--- config.mk ---
export PLATFORM = sky130hd
export DESIGN_NAME = cacheline_burst_adaptor
export DESIGN_NICKNAME = d
export VERILOG_FILES = /design/src/rtl/cacheline_burst_adaptor.sv
export SDC_FILE = /design/constraint.sdc
export NUM_CORES = 1
export LEC_CHECK = 0
export BUFFER_PORTS_ARGS = -buffer_cell sky130_fd_sc_hd__buf_4
export CORE_AREA = 2 2 280 282
export CTS_CLUSTER_DIAMETER = 50
export DETAILED_ROUTE_END_ITERATION = 12
export DIE_AREA = 0 0 282 284
export GPL_TIMING_DRIVEN = 0
export SYNTH_ARGS = -nofsm -noshare
export SYNTH_HDL_FRONTEND = slang
export SYNTH_SLANG_ARGS = --single-unit
--- constraint.sdc ---
create_clock -name clk -period 20.1 [get_ports clk]
set_clock_uncertainty 0.1 [all_clocks]
set_input_delay 2.01 -clock clk [delete_from_list [all_inputs] [get_ports clk]]
set_output_delay 2.01 -clock clk [all_outputs]
set_load 0.01 [all_outputs]
--- src/rtl/cacheline_burst_adaptor.sv ---
// Cacheline <-> burst adaptor: turns one full-line read/write from the cache
// into BEATS memory beats. Read beats are assembled into the line buffer, LSB
// beat first. A write line is serialized out of the same buffer. Completion is
// a one-cycle pmem_resp.
module cacheline_burst_adaptor #(
  parameter int LINE_WIDTH  = 256,
  parameter int BURST_WIDTH = 64,
  parameter int ADDR_WIDTH  = 32
) (
  input  logic                   clk,
  input  logic                   rst,
  input  logic [ADDR_WIDTH-1:0]  pmem_address,
  input  logic                   pmem_read,
  input  logic                   pmem_write,
  input  logic [LINE_WIDTH-1:0]  pmem_wdata,
  output logic [LINE_WIDTH-1:0]  pmem_rdata,
  output logic                   pmem_resp,
  output logic [ADDR_WIDTH-1:0]  mem_address,
  output logic                   mem_read,
  output logic                   mem_write,
  output logic [BURST_WIDTH-1:0] mem_wdata,
  input  logic [BURST_WIDTH-1:0] mem_rdata,
  input  logic                   mem_resp
);
  localparam int BEATS = LINE_WIDTH / BURST_WIDTH;
  localparam int CNT_W = (BEATS > 1) ? $clog2(BEATS) : 1;
  localparam int OFF_W = $clog2(LINE_WIDTH / 8);
  // Byte-offset bits inside a line; cleared so memory always sees aligned bursts.
  localparam logic [ADDR_WIDTH-1:0] OFF_MASK = ADDR_WIDTH'((1 << OFF_W) - 1);

  typedef enum logic [1:0] {IDLE, READ, WRITE, DONE} state_t;

  state_t                            state_q, state_d;
  logic [CNT_W-1:0]                  cnt_q, cnt_d;
  logic [BEATS-1:0][BURST_WIDTH-1:0] line_q, line_d;
  logic [ADDR_WIDTH-1:0]             addr_q, addr_d;
  logic                              last_beat;

  assign last_beat = mem_resp && (cnt_q == CNT_W'(BEATS - 1));

  // State and datapath registers; reset aborts any burst immediately.
  always_ff @(posedge clk or posedge rst) begin
    if (rst) begin
      state_q <= IDLE;
      cnt_q   <= '0;
      line_q  <= '0;
      addr_q  <= '0;
    end else begin
      state_q <= state_d;
      cnt_q   <= cnt_d;
      line_q  <= line_d;
      addr_q  <= addr_d;
    end
  end

  // Next-state: read has priority over write; DONE always returns to IDLE.
  always_comb begin
    state_d = state_q;
    unique case (state_q)
      IDLE:    if (pmem_read) state_d = READ;
               else if (pmem_write) state_d = WRITE;
      READ:    if (last_beat) state_d = DONE;
      WRITE:   if (last_beat) state_d = DONE;
      DONE:    state_d = IDLE;
      default: state_d = IDLE;
    endcase
  end

  // Datapath: latch request in IDLE, count beats and fill buffer while bursting.
  always_comb begin
    cnt_d  = cnt_q;
    line_d = line_q;
    addr_d = addr_q;
    unique case (state_q)
      IDLE: begin
        if (pmem_read || pmem_write) begin
          addr_d = pmem_address & ~OFF_MASK;
          cnt_d  = '0;
        end
        if (!pmem_read && pmem_write) line_d = pmem_wdata;
      end
      READ: begin
        if (mem_resp) begin
          line_d[cnt_q] = mem_rdata;
          cnt_d         = cnt_q + 1'b1;
        end
      end
      WRITE: begin
        if (mem_resp) cnt_d = cnt_q + 1'b1;
      end
      default: ;
    endcase
  end

  // Outputs decode straight from state so reset clears them asynchronously.
  always_comb begin
    pmem_rdata  = line_q;
    pmem_resp   = (state_q == DONE);
    mem_read    = (state_q == READ);
    mem_write   = (state_q == WRITE);
    mem_address = addr_q;
    mem_wdata   = (state_q == WRITE) ? line_q[cnt_q] : '0;
  end

endmodule

## After elaboration in Yosys (flattened, before gate mapping)

Index checks and enable logic that the tools add are counted.
Widths: inputs -> output; s select.

- Register bits: 287
- Output and inout port bits: 355
- Word-level logic and storage cells: 49

- $add $sub $neg: 1
- Magnitude comparators: 2
- Equality and inequality tests: 10
- Multiplexer cells: 16
- Reductions and logical operators: 13

Operators with widths:

| cell | number |
|---|---|
| $mux 256 | 2 |
| $pmux 256 s2 | 1 |
| $bwmux 256 | 1 |
| $mux 64 | 3 |
| $bmux 64 s2 | 1 |
| $demux 64 s2 | 1 |
| $mux 2 | 5 |
| $eq 2x2->1 const B | 3 |
| $ne 2x1->1 const B | 3 |
| $pmux 2 s3 | 1 |
| $reduce_and 3->1 | 2 |
| $ne 2x2->1 const B | 2 |
| $pmux 2 s2 | 1 |
| $reduce_and 2->1 | 2 |
| $reduce_bool 2->1 | 2 |
| $logic_and 1x1->1 | 3 |
| $lt 2x3->1 const B | 1 |
| $ne 3x3->1 const B | 1 |
| $add 2x1->2 const B | 1 |
| $eq 2x1->1 const B | 1 |
| $ge 2x1->1 const B | 1 |
| $logic_not 2->1 | 1 |
| $reduce_or 2->1 | 1 |
| $logic_not 1->1 | 1 |
| $logic_or 1x1->1 | 1 |

## Depth between registers and ports, before layout

- Depth in word-level cells: 7
- Depth in mapped cells: 10
- Mapped depth without buffers: 6

## Worst setup path before layout

OpenSTA, ideal clock, no wires.

- Path type: flip-flop to output port
- Start point: register cnt_q[0]
- End point: output port mem_wdata[14]
- Arrival: 1.619 ns
- Required time: 17.990 ns
- Slack: 16.371 ns
- Cell stages (with the launch flop): 5
- Buffers on the path: 2
- Cells stage by stage: dfrtp_1 buf_2 buf_2 mux4_2 and2_1

- Cells in the longest elaborated chain, start to end: 3

Ends and longest elaborated chain:

| what | RTL line | source |
|---|---|---|
| from (decl) | 34 | `logic [CNT_W-1:0] cnt_q, cnt_d;` |
| from (signal assigned) | 50 | `cnt_q <= cnt_d;` |
| $bmux 64 s2 | 102 | `mem_wdata = (state_q == WRITE) ? line_q[cnt_q] : '0;` |
| $mux 64 (implied by the code) | 102 |  |
| $mux 64 | 102 |  |
| to (decl) | 21 | `output logic [BURST_WIDTH-1:0] mem_wdata,` |

No other way between the ends. The select of a mux whose other input is x is not followed.

## Worst setup path after layout

- Start point: register cnt_q[1]
- End point: output port mem_wdata[22]

Same word-level chain as after synthesis.

==> run metrics <==
share of cells above drive strength 1=0.407; Hold Path Cell Cnt=1; maximum VDD drop=0.0815 mV; Initial Util=0.205; routed vias=17900; largest family of logic cells by synthesized area=compound AO/OA/AOI/OAI gates; crit path kind=flop to output pin; power per standard cell area=194 nW/um2; clock buffer count from CTS=53; synth warn=0; Synth Area in Adders=0.00713; CP Launch Type=flop; R2R depth=9; Crit path depth=5; Hold WS=0.401 ns; Flop pwr share=0.242; vias in the first global route=17700; DRT iter0 DRCs=1535; RD Place Congestion=0.917; Internal=2.54 mW; Vias per Instance=5.26; Final Hold Vio Count=0; Crit-path slowest cell=clkbuf_1; Filler Cell Count=7999; # hold bufs at CTS=0; Syn Area/Cell=10.2 um2; hpwl dp=73100 um; layout net count=2679; Critical Path Max Stage Delay=0.90 ns; Synth Register Bits=287; fin. max-slew vios=0; Die Ht=284 um; # port buffers=701; leak pwr=11.3 nW; core area=77000 um2; Reg clk slew, reported paths=0.05 ns; Top delay family on crit path=buffers and inverters; setup TNS=0 ns; Worst R2R Setup Slack=15.35 ns; buffers inserted by post-CTS timing repair=0; Logic pwr share=0.547; Root Buffer=clkbuf_16; post-route clock period utilization=0.283; GRT overflow=0; post-synthesis simple-gate area fraction=0.144; fin crit period=5.69 ns; worst-path fanout max=10; largest net degree at the start of global routing=113; worst path cell trace=clkbuf_1, clkbuf_1, mux4_2, and2_1, buf_4; clk_lat worst skew=0.58 ns; PostCTS Resize Cnt=0; Routed WL per cell=28.3 um; CTS sink count=287; drt pass-1 iters=5; DRC viols=0; switching part of the total power=0.464; Crit path buffers/inverters=3; Cell Rows=102; crit end category=output pin; drt total wl=96100 um; maximum clock rate=176 MHz; Final ANT Viol Nets=0; Mapped Area=15800 um2; first-pass GRT wire length=133000 um; Hold Path Class=flop to flop; Bufs on Longest Clock Path=3; final setup vio count=0; xor and xnor fraction of the mapped netlist area=0; Die Wd=282 um; slew margin rel.=0.141; clock network fraction of design power=0.211; RSZ-0062 raised after global routing=false; slew at the pin closest to its max-slew limit=1.29 ns; Crit path arrival time=3.58 ns; initial antenna violation count=4; multiplexer share of the synthesized area=0.112; CTS tree=done; Worst Path Required=17.99 ns; outcome=finished clean; # IOs=712; area growth from synthesis to layout=54.6%; compound-gate portion of the synthesized area=0.232; register area share after synthesis=0.455; H-tree depth=2; Max-Cap Viols=0; Net Switching=2.20 mW; multi-input logic area=7850 um2; Seq. cell area=7180 um2; Global Route Usage Sum=0.229; most frequent CP cell=clkbuf_1; post-synthesis cell type count=37; Die ar.=80100 um2; cell count after synthesis=1550
==> power by group through the flow <==
stage / sequential, mW / clock, mW / combinational (mW)
6_report: 1.15 / 1.00 / 2.59
3_3_place_gp: 1.14 / 0 / 2.55
3_5_place_dp: 1.14 / 0 / 2.58
4_1_cts: 1.14 / 1.01 / 2.59
5_1_grt: 1.17 / 1.04 / 2.75
2_1_floorplan: 1.15 / 0 / 1.22
==> kinds of logic after synthesis <==
logic type               Yosys count
AO/OA/AOI/OAI                    525
other                              1
adder cells (fa/ha/maj)            9
buffers and inverters            187
multiplexers                      94
AND/OR/NAND/NOR                  447
flip-flops                       287
==> metrics by stage <==
step | util | power (mW) | cells | setup WS (ns) | instance area [um2]
2_1_floorplan | - | 2.36 | 1554 | 10.07 | 15800
3_3_place_gp | 0.291 | 3.69 | 3295 | 5.56 | 22400
3_5_place_dp | 0.292 | 3.72 | 3298 | 14.91 | 22500
4_1_cts | 0.317 | 4.74 | 3396 | 14.27 | 24400
5_1_grt | 0.317 | 4.95 | 3396 | 14.26 | 24400
6_report | 0.317 | 4.74 | 3400 | 14.41 | 24400
==> layer usage <==
| layer | wire length, um | global-route usage |
|---|---|---|
| met5 | 26 | 0 |
| met3 | 8750 | 0.0575 |
| met1 | 37800 | 0.286 |
| met4 | 3760 | 0.0902 |
| met2 | 45700 | 0.376 |
==> Yosys cell counts, drive strengths merged <==
library cell,count,share of area
nand2b,2,0.00079
mux2i,2,0.0013
clkbuf,105,0.025
dfrtp,287,0.45
a31oi,1,0.00040
nand3,62,0.020
nor2,68,0.016
buf,75,0.023
o2bb2ai,65,0.036
a22o,1,0.00055
a2bb2oi,15,0.0083
o21ai,6,0.0019
o22ai,78,0.031
a21bo,1,0.00063
nor4b,1,0.00095
a211oi,1,0.00048
a22oi,50,0.024
nor3,1,0.00032
a221o,62,0.039
conb,1,0.00024
a32oi,49,0.027
and2,65,0.026
a211o,1,0.00055
a21oi,194,0.061
nand2,115,0.027
and3,129,0.051
a2111oi,1,0.00055
ha,9,0.0071
nor2b,4,0.0016
mux4,64,0.091
mux2,28,0.020
inv,7,0.0017
==> flip-flops by register name, summed over array words and instances, names as in the netlist <==
name,count
cnt_q,2
mem_address,27
pmem_rdata,256
state_q,2
==> area by class of cell <==
class / count / area share
inverter: 7 / 0.00138
timing repair buffer: 704 / 0.218
multi-input combinational: 1080 / 0.321
antenna: 4 / 0.000410
clock buffer: 61 / 0.0581
sequential: 287 / 0.294
tap: 1040 / 0.0533
clock inverter: 37 / 0.0218
buffer: 180 / 0.0313
==> worst paths after layout <==
kind | startpoint | end
min in group asynchronous | rst | pmem_rdata[65]
worst max-delay path | cnt_q[1] | mem_wdata[22]
worst max register to register | cnt_q[1] | pmem_rdata[22]
worst min register to register | mem_address[14] | mem_address[14]
max in group asynchronous | rst | pmem_rdata[162]
worst min-delay path | mem_address[14] | mem_address[14]
==> placed cells by master (no fill, tap or decap), drive strengths merged <==
| cell | instances |
|---|---|
| buf | 779 |
| dfrtp | 287 |
| a21oi | 194 |
| clkbuf | 166 |
| and3 | 129 |
| nand2 | 115 |
| o22ai | 78 |
| nor2 | 68 |
| o2bb2ai | 65 |
| and2 | 65 |
| mux4 | 64 |
| nand3 | 62 |
| a221o | 62 |
| a22oi | 50 |
| a32oi | 49 |
| mux2 | 28 |
| a2bb2oi | 15 |
| inv | 15 |
| clkinv | 14 |
| bufinv | 11 |
| ha | 9 |
| o21ai | 6 |
| conb | 5 |
| diode | 4 |
| nor2b | 4 |
| clkinvlp | 4 |
| nand2b | 2 |
| mux2i | 2 |
| a211oi | 1 |
| a211o | 1 |
| a2111oi | 1 |
| nor3 | 1 |
| nor4b | 1 |
| a31oi | 1 |
| a21bo | 1 |
| a22o | 1 |
Power figures use the tool's default switching activity.
